**config.mk**
```make
export PLATFORM = sky130hd
export DESIGN_NAME = fetch_unit
export DESIGN_NICKNAME = d
export VERILOG_FILES = /design/src/rtl/fetch_unit.sv
export SDC_FILE = /design/constraint.sdc
export NUM_CORES = 1
export LEC_CHECK = 0
export BUFFER_PORTS_ARGS = -buffer_cell sky130_fd_sc_hd__buf_4
export CAP_MARGIN = 40
export CELL_PAD_IN_SITES_DETAIL_PLACEMENT = 1
export CELL_PAD_IN_SITES_GLOBAL_PLACEMENT = 2
export CORE_MARGIN = 4
export CORE_UTILIZATION = 35
export DETAILED_ROUTE_END_ITERATION = 8
export PLACE_DENSITY = 0.83
export SYNTH_ARGS = -nofsm -noshare
export SYNTH_HDL_FRONTEND = slang
export SYNTH_SLANG_ARGS = --single-unit
export TNS_END_PERCENT = 1
```
**constraint.sdc**
```tcl
create_clock -name clk -period 3.1 [get_ports clk]
set_clock_uncertainty 0.2 [all_clocks]
set_input_delay 0.62 -clock clk [delete_from_list [all_inputs] [get_ports clk]]
set_output_delay 0.62 -clock clk [all_outputs]
set_load 0.01 [all_outputs]
```
**src/rtl/fetch_unit.sv**
```systemverilog
// Instruction fetch stage: drives the instruction memory, owns the PC and the IF/ID register,
// absorbs one returned word in a skid buffer under stall, and flushes in-flight fetches on branch.
module fetch_unit #(
    parameter logic [31:0] RESET_PC = 32'h0000_0000
) (
    input  logic        clk,
    input  logic        rst_n,
    output logic        imem_req,
    output logic [31:0] imem_addr,
    input  logic        imem_ack,
    input  logic [31:0] imem_rdata,
    input  logic        stall,
    input  logic        branch_taken,
    input  logic [31:0] branch_target,
    output logic [31:0] instr,
    output logic [5:0]  op_code,
    output logic [31:0] pc_plus4,
    output logic        instr_valid
);

    typedef enum logic [1:0] {StIdle, StFetch, StHold, StFlush} state_t;

    state_t      state_q;
    logic [31:0] pc_q;
    logic [31:0] flush_addr_q;
    logic [31:0] skid_instr_q;
    logic [31:0] skid_pc4_q;
    logic        skid_valid_q;

    logic [31:0] pc_inc;
    logic [31:0] target_aligned;

    assign pc_inc         = pc_q + 32'd4;
    assign target_aligned = branch_target & ~32'd3;

    assign imem_req  = (state_q == StFetch) || (state_q == StFlush);
    // In FLUSH the memory still owns the old request, so its address must not move.
    assign imem_addr = (state_q == StFlush) ? flush_addr_q : pc_q;
    assign op_code   = instr[31:26];

    always_ff @(posedge clk or negedge rst_n) begin
        if (!rst_n) begin
            state_q      <= StIdle;
            pc_q         <= RESET_PC;
            flush_addr_q <= '0;
            skid_instr_q <= '0;
            skid_pc4_q   <= '0;
            skid_valid_q <= 1'b0;
            instr        <= '0;
            pc_plus4     <= '0;
            instr_valid  <= 1'b0;
        end else begin
            case (state_q)
                StIdle: state_q <= StFetch;

                StFetch: begin
                    if (branch_taken) begin
                        instr_valid  <= 1'b0;
                        skid_valid_q <= 1'b0;
                        pc_q         <= target_aligned;
                        flush_addr_q <= pc_q;
                        state_q      <= imem_ack ? StFetch : StFlush;
                    end else if (imem_ack) begin
                        pc_q <= pc_inc;
                        if (!stall || !instr_valid) begin
                            instr       <= imem_rdata;
                            pc_plus4    <= pc_inc;
                            instr_valid <= 1'b1;
                        end else begin
                            // IF/ID is occupied and held: park the word until release.
                            skid_instr_q <= imem_rdata;
                            skid_pc4_q   <= pc_inc;
                            skid_valid_q <= 1'b1;
                            state_q      <= StHold;
                        end
                    end else if (!stall) begin
                        instr_valid <= 1'b0;
                    end
                end

                StHold: begin
                    if (branch_taken) begin
                        instr_valid  <= 1'b0;
                        skid_valid_q <= 1'b0;
                        pc_q         <= target_aligned;
                        state_q      <= StFetch;
                    end else if (!stall) begin
                        instr        <= skid_instr_q;
                        pc_plus4     <= skid_pc4_q;
                        instr_valid  <= skid_valid_q;
                        skid_valid_q <= 1'b0;
                        state_q      <= StFetch;
                    end
                end

                StFlush: begin
                    if (branch_taken) begin
                        pc_q <= target_aligned;
                    end
                    if (imem_ack) begin
                        state_q <= StFetch;
                    end
                end

                default: state_q <= StIdle;
            endcase
        end
    end

endmodule

```
==> out/summary.json, run 1 <==
{
  "run_status": {"value": "complete, no violations"},
  "die_x": {"value": 171, "unit": "um"},
  "numCtsBuffers": {"value": 17},
  "p_leak": {"value": 4.96, "unit": "nW"},
  "floorplan.die.height": {"value": 171, "unit": "um"},
  "clock_network_latency_to_the_later_pin_of_the_worst_skew_pair": {"value": 0.44, "unit": "ns"},
  "n_antenna_cell": {"value": 0},
  "crit_arrival": {"value": 2.04, "unit": "ns"},
  "seq_power_share": {"value": 0.394},
  "adder_cell_share_of_the_synthesized_area": {"value": 0.00540},
  "grt_first_pass_wirelength": {"value": 43500, "unit": "um"},
  "timing_max_transition_violations_final": {"value": 0},
  "drcViolationCount": {"value": 0},
  "synth_xor_xnor_area_share": {"value": 0.0236},
  "critical_path.endpoint_type": {"value": "primary output"},
  "maximum_number_of_pins_on_one_net_before_global_route_repair": {"value": 66},
  "drt-initial-drc-count": {"value": 453},
  "routed_via_density": {"value": 5.33},
  "max_freq": {"value": 0.350, "unit": "GHz"},
  "grt_setup_unrepaired": {"value": "false"},
  "clkSlewWorstSetupHoldPaths": {"value": 0.09, "unit": "ns"},
  "layout-drive-gt1-share": {"value": 0.317},
  "report.final.hold_viol_count": {"value": 0},
  "post_synth_and_or_nand_nor_area_fraction": {"value": 0.137},
  "critical_path.max_fanout": {"value": 20},
  "num-nets-final": {"value": 1112},
  "synth_cells": {"value": 910},
  "dr_total_vias": {"value": 7386},
  "post_cts.repair.setup_buffers": {"value": 0},
  "synth_compound_gate_area_share": {"value": 0.121},
  "peakVddDrop": {"value": 0.426, "unit": "mV"},
  "wire_per_inst": {"value": 19.6, "unit": "um"},
  "crit-reg2reg-capture": {"value": "pc_q[17]"},
  "timing.rr.start": {"value": "state_q[1]"},
  "crit_path_start_kind": {"value": "flop"},
  "clockBufferDepth": {"value": 2},
  "sequential_element_share_of_the_synthesized_area": {"value": 0.507},
  "ant_nets": {"value": 0},
  "synthToLayoutAreaGrowth": {"value": 23.9, "unit": "%"},
  "synth_enable_flop_cells": {"value": 0},
  "grt_antenna_before_repair": {"value": 0},
  "cts_root_buf": {"value": "sky130_fd_sc_hd__clkbuf_16"},
  "hold_start": {"value": "imem_rdata[17]"},
  "r2r_slack": {"value": 0.46, "unit": "ns"},
  "detailedRoute.firstPassIterationCount": {"value": 4},
  "period_minus_slack": {"value": 2.86, "unit": "ns"},
  "max_cap_viol_count": {"value": 0},
  "post_synth_num_cell_types": {"value": 49},
  "postSynth.asyncResetShare": {"value": 1.00},
  "level_count_of_the_clock_h_tree": {"value": 4},
  "cellInternalPower": {"value": 7.29, "unit": "mW"},
  "clkPwrFrac": {"value": 0.192},
  "grtUsageTotal": {"value": 0.188},
  "whs_path_depth": {"value": 2},
  "finalWeightedCongestion": {"value": 0.809},
  "synth_top_family_by_area": {"value": "multiplexers"},
  "rr_worst_depth": {"value": 9},
  "floorplan.initialDensity": {"value": 0.356},
  "postSynth.topFlopCell": {"value": "sky130_fd_sc_hd__dfrtp_1"},
  "power.net_switching": {"value": 4.71, "unit": "mW"},
  "floorplan_row_count": {"value": 59},
  "setup.worst_path.class": {"value": "reg -> out"},
  "cts_resized": {"value": 0},
  "ys.warnings.count": {"value": 0},
  "synth_area_per_cell": {"value": 10.2, "unit": "um^2"},
  "power_per_cell_area": {"value": 1040, "unit": "nW/um^2"},
  "worst-endpoint-required": {"value": 2.28, "unit": "ns"},
  "seq_cells_post_synth": {"value": 188},
  "portion_of_netlist_area_occupied_by_mux_cells": {"value": 0.158},
  "floorplan.core_area": {"value": 26100, "unit": "um^2"},
  "grt_remaining_overflow": {"value": 0},
  "wirelength": {"value": 27200, "unit": "um"},
  "timing.final.crit_share": {"value": 0.921},
  "timing.slew.headroom": {"value": 0.549},
  "io_pins": {"value": 173},
  "tritoncts": {"value": "yes"},
  "port_buffers": {"value": 166},
  "combinationalPowerShare": {"value": 0.414},
  "setup-tns-final": {"value": 0, "unit": "ns"},
  "power.share.switching": {"value": 0.392},
  "final-setup-viol-count": {"value": 0},
  "die_area": {"value": 29200, "unit": "um^2"},
  "first_global_vias": {"value": 7731},
  "hpwlAfterDp": {"value": 19200, "unit": "um"},
  "max_slew.worst_pin.slew": {"value": 0.677, "unit": "ns"},
  "holdBufCountCts": {"value": 1},
  "worst_hold_path.endpoint": {"value": "skid_instr_q[17]"},
  "hold_path_class": {"value": "in -> reg"},
  "synth_area": {"value": 9270, "unit": "um^2"},
  "worst_hold_slack": {"value": 0.217, "unit": "ns"},
  "clock-sinks": {"value": 188}
}
metrics by stage:
stage | instances | util | area, um^2 | power, mW | worst slack (ns)
after floorplan | 913 | - | 9280 | 7.52 | 0.714
after global placement | 1353 | 0.416 | 10800 | 9.60 | 0.361
after detailed placement | 1354 | 0.416 | 10800 | 9.82 | 0.516
after CTS | 1387 | 0.441 | 11500 | 12.2 | 0.196
after global routing | 1387 | 0.441 | 11500 | 12.9 | 0.102
final | 1387 | 0.441 | 11500 | 12.0 | 0.245
registers in the layout, indices dropped and copies added, names as in the netlist:
| register | count |
|---|---|
| instr | 32 |
| skid_valid_q | 1 |
| skid_pc4_q | 30 |
| state_q | 2 |
| instr_valid | 1 |
| pc_q | 30 |
| skid_instr_q | 32 |
| flush_addr_q | 30 |
| pc_plus4 | 30 |
cells in the mapped netlist (all sizes together) (3+ instances only):
library cell | instances | area share
a211oi | 3 | 0.0024
a21o | 3 | 0.0024
a21oi | 45 | 0.024
a2bb2oi | 8 | 0.0076
a31oi | 4 | 0.0027
and3 | 5 | 0.0034
and4 | 7 | 0.0069
buf | 43 | 0.026
clkbuf | 44 | 0.018
dfrtp | 188 | 0.51
ha | 4 | 0.0054
inv | 10 | 0.0040
mux2 | 96 | 0.12
mux2i | 38 | 0.041
nand2 | 99 | 0.040
nand3 | 42 | 0.023
nand4 | 16 | 0.011
nor2 | 55 | 0.023
nor2b | 6 | 0.0040
nor3 | 14 | 0.0081
nor4 | 8 | 0.0061
o211ai | 14 | 0.011
o21ai | 88 | 0.047
o22a | 5 | 0.0047
o22ai | 9 | 0.0061
o2bb2ai | 3 | 0.0028
o31a | 4 | 0.0038
or2 | 3 | 0.0020
or4 | 8 | 0.0065
xnor2 | 15 | 0.014
xor2 | 10 | 0.0094
cell families after synthesis:
logic type	after synthesis
AOI/OAI and AO/OA	192
xor gates and xnor gates	25
adders and majority gates	4
buffers and inverters	98
DFF	188
muxes	134
other	1
and+or+nand+nor	268
routing by layer:
metal | wire length, um | vias to the layer above | global-route usage
li1 | - | 3472 | -
met1 | 12100 | 3732 | 0.260
met2 | 13500 | 164 | 0.314
met3 | 1340 | 18 | 0.0296
met4 | 282 | 0 | 0.0417
met5 | 0 | - | 0
power by group through the flow:
stage | clock network, mW | registers, mW | logic (mW)
floorplan | 0 | 4.43 | 3.10
global placement | 0 | 4.69 | 4.91
detailed placement | 0 | 4.77 | 5.05
CTS | 2.38 | 4.73 | 5.08
global route | 2.48 | 4.90 | 5.51
finish | 2.31 | 4.73 | 4.97
critical path, cell delays in order, from the launching register on:
cell and delay (ns):
sky130_fd_sc_hd__dfrtp_1 0.52, sky130_fd_sc_hd__ha_1 0.23, sky130_fd_sc_hd__buf_4 0.30, sky130_fd_sc_hd__mux2_2 0.39
sky130_fd_sc_hd__buf_4 0.14
cells in the final DEF (no fill, tap or decap), types with 7 or more instances in the layout:
cell type / count
sky130_fd_sc_hd__nor2_1: 54
sky130_fd_sc_hd__or4_1: 8
sky130_fd_sc_hd__mux2i_1: 38
sky130_fd_sc_hd__xnor2_1: 15
sky130_fd_sc_hd__a21oi_1: 45
sky130_fd_sc_hd__buf_4: 187
sky130_fd_sc_hd__xor2_1: 10
sky130_fd_sc_hd__nand2_1: 99
sky130_fd_sc_hd__inv_1: 10
sky130_fd_sc_hd__nor4_1: 7
sky130_fd_sc_hd__clkinv_8: 8
sky130_fd_sc_hd__o21ai_0: 87
sky130_fd_sc_hd__nand4_1: 16
sky130_fd_sc_hd__a2bb2oi_1: 8
sky130_fd_sc_hd__o22ai_1: 8
sky130_fd_sc_hd__dfrtp_1: 188
sky130_fd_sc_hd__nand3_1: 41
sky130_fd_sc_hd__o211ai_1: 14
sky130_fd_sc_hd__clkbuf_16: 17
sky130_fd_sc_hd__nor3_1: 12
sky130_fd_sc_hd__mux2_2: 96
worst max path at each step:
| stage | startpoint | to | slack (ns) | cells past startpoint |
|---|---|---|---|---|
| after floorplan | state_q[1] | imem_addr[14] | 0.71 | 4 |
| after global placement | state_q[1] | pc_q[16] | 0.36 | 8 |
| after detailed placement | state_q[1] | pc_q[17] | 0.52 | 9 |
| after CTS | state_q[1] | imem_addr[17] | 0.20 | 4 |
| after global routing | state_q[1] | imem_addr[17] | 0.10 | 4 |
| final | state_q[1] | imem_addr[17] | 0.24 | 4 |
cell type report:
class / instances / area [um^2]
timing repair buffer: 194 / 1520
multi-input combinational: 627 / 4170
clock buffer: 17 / 425
fill: 2872 / 14600
sequential: 188 / 4700
tap: 335 / 419
inverter: 11 / 41.3
clock inverter: 15 / 211
Note: power is estimated with default switching activity, not from simulation.
==> run 2, diff against run 1 <==
--- a/config.mk
+++ b/config.mk
@@ -12,7 +12,7 @@
 export CORE_MARGIN = 4
 export CORE_UTILIZATION = 35
 export DETAILED_ROUTE_END_ITERATION = 8
-export PLACE_DENSITY = 0.83
+export PLACE_DENSITY = 0.86
 export SYNTH_ARGS = -nofsm -noshare
 export SYNTH_HDL_FRONTEND = slang
 export SYNTH_SLANG_ARGS = --single-unit
==> run 2 against run 1 <==
Net effect:
- flip-flop and latch count did not move
- final cell count down 0.36%
- global-route usage fell by 0.69 points
- die area unchanged
- via count increased by 0.23%
- clock power shrank 2%
==> out/summary.json, run 2 (synthesized netlist as in run 1, its figures left out) <==
{
  "run_status": {"value": "complete, no violations"},
  "r2r_slack": {"value": 0.42, "unit": "ns"},
  "io_pins": {"value": 173},
  "grt.met2_usage": {"value": 0.283},
  "timing.slew.headroom": {"value": 0.581},
  "critical_path.top_delay_family": {"value": "flip-flops"},
  "timing.rr.start": {"value": "state_q[1]"},
  "floorplan.initialDensity": {"value": 0.356},
  "cellInternalPower": {"value": 7.25, "unit": "mW"},
  "die_area": {"value": 29200, "unit": "um^2"},
  "timing.critical_path.slowest_stage_cell": {"value": "sky130_fd_sc_hd__dfrtp_1"},
  "gr-usage-met3": {"value": 0.0319},
  "setup.worst_path.start": {"value": "state_q[1]"},
  "timing.final.crit_share": {"value": 0.916},
  "synthToLayoutAreaGrowth": {"value": 23.7, "unit": "%"},
  "drt-initial-drc-count": {"value": 437},
  "numCtsBuffers": {"value": 17},
  "dr_total_vias": {"value": 7403},
  "power.share.switching": {"value": 0.391},
  "grtUsageMet1": {"value": 0.265},
  "fillCellCount": {"value": 2916},
  "grt_setup_unrepaired": {"value": "false"},
  "largest_registers": {"value": "instr (32), skid_instr_q (32)"},
  "drcViolationCount": {"value": 0},
  "timing_max_transition_violations_final": {"value": 0},
  "first_global_vias": {"value": 7475},
  "combinationalPowerShare": {"value": 0.416},
  "clock-sinks": {"value": 188},
  "clkPwrFrac": {"value": 0.189},
  "grt_first_pass_wirelength": {"value": 42100, "unit": "um"},
  "peakVddDrop": {"value": 0.435, "unit": "mV"},
  "ant_nets": {"value": 0},
  "cts_root_buf": {"value": "sky130_fd_sc_hd__clkbuf_16"},
  "grt_remaining_overflow": {"value": 0},
  "layout_commonest_cell": {"value": "sky130_fd_sc_hd__dfrtp_1"},
  "report.final.hold_viol_count": {"value": 0},
  "grt_antenna_before_repair": {"value": 0},
  "floorplan.die.height": {"value": 171, "unit": "um"},
  "power_per_cell_area": {"value": 1040, "unit": "nW/um^2"},
  "path_depth": {"value": 4},
  "routed_via_density": {"value": 5.36},
  "critical_path.max_fanout": {"value": 35},
  "level_count_of_the_clock_h_tree": {"value": 4},
  "post_cts.repair.setup_buffers": {"value": 0},
  "clock_network_latency_to_the_later_pin_of_the_worst_skew_pair": {"value": 0.45, "unit": "ns"},
  "endpoint": {"value": "imem_addr[5]"},
  "total_buffers_and_inverters_traversed_by_the_critical_path": {"value": 2},
  "p_leak": {"value": 4.93, "unit": "nW"},
  "final-setup-viol-count": {"value": 0},
  "critical_path.endpoint_type": {"value": "primary output"},
  "power.total": {"value": 11.9, "unit": "mW"},
  "n_antenna_cell": {"value": 0},
  "clkSlewWorstSetupHoldPaths": {"value": 0.08, "unit": "ns"},
  "maximum_number_of_pins_on_one_net_before_global_route_repair": {"value": 69},
  "finalWeightedCongestion": {"value": 0.782},
  "period_minus_slack": {"value": 2.84, "unit": "ns"},
  "layout_common_cells": {"value": "188 x sky130_fd_sc_hd__dfrtp_1, 180 x sky130_fd_sc_hd__buf_4, 99 x sky130_fd_sc_hd__nand2_1, 96 x sky130_fd_sc_hd__mux2_2, 87 x sky130_fd_sc_hd__o21ai_0"},
  "setup-tns-final": {"value": 0, "unit": "ns"},
  "wirelength": {"value": 26400, "unit": "um"},
  "grtUsageTotal": {"value": 0.181},
  "detailedRoute.firstPassIterationCount": {"value": 5},
  "max_freq": {"value": 0.352, "unit": "GHz"},
  "tritoncts": {"value": "yes"},
  "clockBufferDepth": {"value": 2},
  "port_buffers": {"value": 166},
  "max_slew.worst_pin.slew": {"value": 0.628, "unit": "ns"},
  "worst-endpoint-required": {"value": 2.28, "unit": "ns"},
  "cpPeakStageDelay": {"value": 0.53, "unit": "ns"},
  "crit_path_start_kind": {"value": "flop"},
  "power.net_switching": {"value": 4.66, "unit": "mW"},
  "cp_cell_sequence": {"value": "ha_1 > buf_12 > mux2_2 > buf_4"},
  "floorplan.core_area": {"value": 26100, "unit": "um^2"},
  "seq_power_share": {"value": 0.395},
  "layout.core_utilization": {"value": 0.440},
  "crit_arrival": {"value": 2.02, "unit": "ns"},
  "layout-drive-gt1-share": {"value": 0.313},
  "crit-reg2reg-capture": {"value": "instr[5]"},
  "max_cap_viol_count": {"value": 0},
  "hold_path_class": {"value": "in -> reg"},
  "num-nets-final": {"value": 1107},
  "rr_worst_depth": {"value": 7},
  "hpwlAfterDp": {"value": 18700, "unit": "um"},
  "floorplan_row_count": {"value": 59},
  "wire_per_inst": {"value": 19.1, "unit": "um"},
  "global_route.peak_usage_layer": {"value": "met2"},
  "die_x": {"value": 171, "unit": "um"},
  "setup.worst_path.class": {"value": "reg -> out"}
}
## run 2: cell type report
cell class | instances | area [um^2] | area share
clock buffers | 17 | 425 | 0.0371
clock inverters | 15 | 195 | 0.0170
inverters | 11 | 41.3 | 0.00360
multi-input cells | 627 | 4170 | 0.363
flip-flops and latches | 188 | 4700 | 0.410
well taps | 335 | 419 | 0.0365
repair buffers | 189 | 1520 | 0.132
## run 2: worst min path at each step
| stage | end | cells past startpoint | start | slack (ns) |
|---|---|---|---|---|
| 6_report | skid_instr_q[28] | 2 | imem_rdata[28] | 0.22 |
| 5_1_grt | skid_instr_q[20] | 2 | imem_rdata[20] | 0.19 |
| 4_1_cts | skid_instr_q[18] | 2 | imem_rdata[18] | 0.19 |
| 3_5_place_dp | flush_addr_q[25] | 2 | flush_addr_q[25] | 0.28 |
| 3_3_place_gp | instr[8] | 2 | instr[8] | 0.26 |
| 2_1_floorplan | flush_addr_q[10] | 0 | rst_n | 0.12 |
## run 2: per-layer routing
metal  vias up  routed length (um)
li1       3464                   -
met1      3743               12600
met2       175               12300
met3        21                1230
met4         0                 305
met5         -                   0
## run 2: repair_timing
item | CTS | global route
hold buffers | 1 | 0
resized for setup | 0 | 0
endpoints found under the hold margin | 22 | 0
## run 2: through the flow
step | setup slack, ns | std cells | hold slack, ns | instance area [um^2]
2_1_floorplan | 0.714 | 913 | 0.124 | 9280
3_3_place_gp | 0.492 | 1349 | 0.262 | 10800
3_5_place_dp | 0.412 | 1349 | 0.275 | 10800
4_1_cts | 0.239 | 1382 | 0.193 | 11500
5_1_grt | 0.161 | 1382 | 0.191 | 11500
6_report | 0.261 | 1382 | 0.218 | 11500
## run 2: worst reg2reg max path: cells and delay by family, from the launching register on
kind,cells,cell delay [ns]
AND/OR/NAND/NOR,2,0.49
flip-flops,1,0.49
adder cells (fa/ha/maj),1,0.31
buffers and inverters,2,0.41
AO/OA/AOI/OAI,2,0.63
## run 2: power groups by stage
stage / Combinational [mW] / Clock, mW / Sequential (mW)
after floorplan: 3.10 / 0 / 4.43
after global placement: 4.87 / 0 / 4.65
after detailed placement: 5.01 / 0 / 4.76
after CTS: 5.03 / 2.31 / 4.71
after global routing: 5.47 / 2.41 / 4.89
final: 4.95 / 2.26 / 4.71
==> run 3, diff against run 2 <==
--- a/config.mk
+++ b/config.mk
@@ -10,9 +10,10 @@
 export CELL_PAD_IN_SITES_DETAIL_PLACEMENT = 1
 export CELL_PAD_IN_SITES_GLOBAL_PLACEMENT = 2
 export CORE_MARGIN = 4
-export CORE_UTILIZATION = 35
+export CORE_UTILIZATION = 36
+export CTS_BUF_LIST = sky130_fd_sc_hd__clkbuf_4 sky130_fd_sc_hd__clkbuf_8
 export DETAILED_ROUTE_END_ITERATION = 8
-export PLACE_DENSITY = 0.86
+export PLACE_DENSITY = 0.88
 export SYNTH_ARGS = -nofsm -noshare
 export SYNTH_HDL_FRONTEND = slang
 export SYNTH_SLANG_ARGS = --single-unit
==> run 3 against run 2 <==
Net effect:
- final cell count down 0.14%
- routed wire length increased by 1.6%
- critical path depth unchanged
- fmax is essentially flat
- register-to-register slack worse by 0.05 ns
- critical endpoint is now imem_addr[3]
- highest routed layer unchanged
- worst hold slack got worse by 0.049 ns
- clock-buffer cell count did not move
- setup slack worse by 0.0018 ns
- first-iteration DRC count decreased by 7.6%
- combinational power is 2% higher
==> out/summary.json, run 3 (synthesized netlist as in run 1, its figures left out) <==
{
  "run_status": {"value": "complete, no violations"},
  "grt.met2_usage": {"value": 0.325},
  "first_global_vias": {"value": 7704},
  "worst-endpoint-required": {"value": 2.28, "unit": "ns"},
  "timing_max_transition_violations_final": {"value": 0},
  "die_area": {"value": 28400, "unit": "um^2"},
  "setup-tns-final": {"value": 0, "unit": "ns"},
  "worst_hold_slack": {"value": 0.169, "unit": "ns"},
  "timing.critical_path.slowest_stage_cell": {"value": "sky130_fd_sc_hd__dfrtp_1"},
  "timing.slew.headroom": {"value": 0.597},
  "port_buffers": {"value": 166},
  "floorplan.initialDensity": {"value": 0.367},
  "multi_input_comb_area": {"value": 4170, "unit": "um^2"},
  "detailedRoute.firstPassIterationCount": {"value": 4},
  "grt_antenna_before_repair": {"value": 0},
  "dr_total_vias": {"value": 7385},
  "level_count_of_the_clock_h_tree": {"value": 4},
  "clock-sinks": {"value": 188},
  "gr-usage-met3": {"value": 0.0311},
  "die_x": {"value": 168, "unit": "um"},
  "timing.final.ws_setup": {"value": 0.259, "unit": "ns"},
  "place_worst_setup_slack": {"value": 0.330, "unit": "ns"},
  "critical_path.top_delay_family": {"value": "flip-flops"},
  "floorplan.core_area": {"value": 25300, "unit": "um^2"},
  "largest_registers": {"value": "instr (32), skid_instr_q (32)"},
  "max_freq": {"value": 0.352, "unit": "GHz"},
  "wire_per_inst": {"value": 19.4, "unit": "um"},
  "hpwlAfterDp": {"value": 18800, "unit": "um"},
  "layout_common_cells": {"value": "188 x sky130_fd_sc_hd__dfrtp_1, 184 x sky130_fd_sc_hd__buf_4, 99 x sky130_fd_sc_hd__nand2_1, 96 x sky130_fd_sc_hd__mux2_2, 87 x sky130_fd_sc_hd__o21ai_0"},
  "final-seq-area": {"value": 4700, "unit": "um^2"},
  "fillCellCount": {"value": 2810},
  "final-setup-viol-count": {"value": 0},
  "io_pins": {"value": 173},
  "p_leak": {"value": 4.86, "unit": "nW"},
  "hold_path_class": {"value": "in -> reg"},
  "global_route.peak_usage_layer": {"value": "met2"},
  "stdcell_area": {"value": 11300, "unit": "um^2"},
  "period_minus_slack": {"value": 2.84, "unit": "ns"},
  "crit_path_start_kind": {"value": "flop"},
  "post_dp_cell_area": {"value": 10800, "unit": "um^2"},
  "grt_setup_unrepaired": {"value": "false"},
  "grtUsageMet1": {"value": 0.253},
  "drt-initial-drc-count": {"value": 404},
  "setup.worst_path.class": {"value": "reg -> out"},
  "n_antenna_cell": {"value": 0},
  "cts_root_buf": {"value": "sky130_fd_sc_hd__clkbuf_8"},
  "grtUsageTotal": {"value": 0.189},
  "place.detailed.instances": {"value": 1347},
  "clock_network_latency_to_the_later_pin_of_the_worst_skew_pair": {"value": 0.48, "unit": "ns"},
  "cts_resized": {"value": 0},
  "power_per_cell_area": {"value": 1020, "unit": "nW/um^2"},
  "max_cap_viol_count": {"value": 0},
  "final_cell_count_no_fill": {"value": 1380},
  "floorplan_row_count": {"value": 58},
  "clockBufferDepth": {"value": 2},
  "numCtsBuffers": {"value": 17},
  "routed_via_density": {"value": 5.35},
  "peakVddDrop": {"value": 0.418, "unit": "mV"},
  "wirelength": {"value": 26800, "unit": "um"},
  "finalWeightedCongestion": {"value": 0.780},
  "critical_path.max_fanout": {"value": 35},
  "layout-drive-gt1-share": {"value": 0.315},
  "post_cts.repair.setup_buffers": {"value": 0},
  "max_slew.worst_pin.slew": {"value": 0.604, "unit": "ns"},
  "clkSlewWorstSetupHoldPaths": {"value": 0.13, "unit": "ns"},
  "cpPeakStageDelay": {"value": 0.52, "unit": "ns"},
  "cp_cell_sequence": {"value": "ha_1 > buf_12 > mux2_2 > buf_4"},
  "ant_nets": {"value": 0},
  "num-nets-final": {"value": 1110},
  "synthToLayoutAreaGrowth": {"value": 21.7, "unit": "%"},
  "total_buffers_and_inverters_traversed_by_the_critical_path": {"value": 2},
  "timing.final.crit_share": {"value": 0.916},
  "tritoncts": {"value": "yes"},
  "floorplan.die.height": {"value": 168, "unit": "um"},
  "grt_first_pass_wirelength": {"value": 43000, "unit": "um"},
  "drcViolationCount": {"value": 0},
  "crit_arrival": {"value": 2.02, "unit": "ns"},
  "maximum_number_of_pins_on_one_net_before_global_route_repair": {"value": 68},
  "critical_path.endpoint_type": {"value": "primary output"},
  "grt_remaining_overflow": {"value": 0},
  "layout_commonest_cell": {"value": "sky130_fd_sc_hd__dfrtp_1"},
  "holdBufCountCts": {"value": 1},
  "report.final.hold_viol_count": {"value": 0}
}
[run 3: final timing paths]
kind                                start               end  slack (ns)  cells after the start
max                            state_q[1]      imem_addr[3]        0.26                      4
min                        imem_rdata[17]  skid_instr_q[17]        0.17                      2
max reg2reg                    state_q[0]         instr[19]        0.37                      7
min reg2reg                   pc_plus4[9]       pc_plus4[9]        0.29                      1
max in group asynchronous           rst_n         instr[17]        1.41                      3
min in group asynchronous           rst_n         instr[24]        0.50                      2
[run 3: where the power goes]
group          internal (mW)  leakage (nW)  switching, mW  total (mW)
sequential              3.65          2.28           1.02        4.66
combinational           2.54          2.37           2.49        5.03
clock                  0.649         0.215           1.12        1.77
[run 3: stage by stage]
step	utilization	power [mW]
2_1_floorplan	-	7.52
3_3_place_gp	0.429	9.61
3_5_place_dp	0.429	9.82
4_1_cts	0.447	11.6
5_1_grt	0.447	12.3
6_report	0.447	11.5
[run 3: layout make-up]
class                      count  share of cell area
clock inverter                15              0.0176
inverter                      11             0.00366
clock buffer                  17              0.0207
tap                          330              0.0366
multi-input combinational    627               0.369
sequential                   188               0.417
timing repair buffer         192               0.135
[run 3: metal layers]
metal  routed length (um)  up-vias
met5                    0        -
met4                  303        0
met3                 1120       14
met2                13500      170
met1                11900     3738
li1                     -     3463
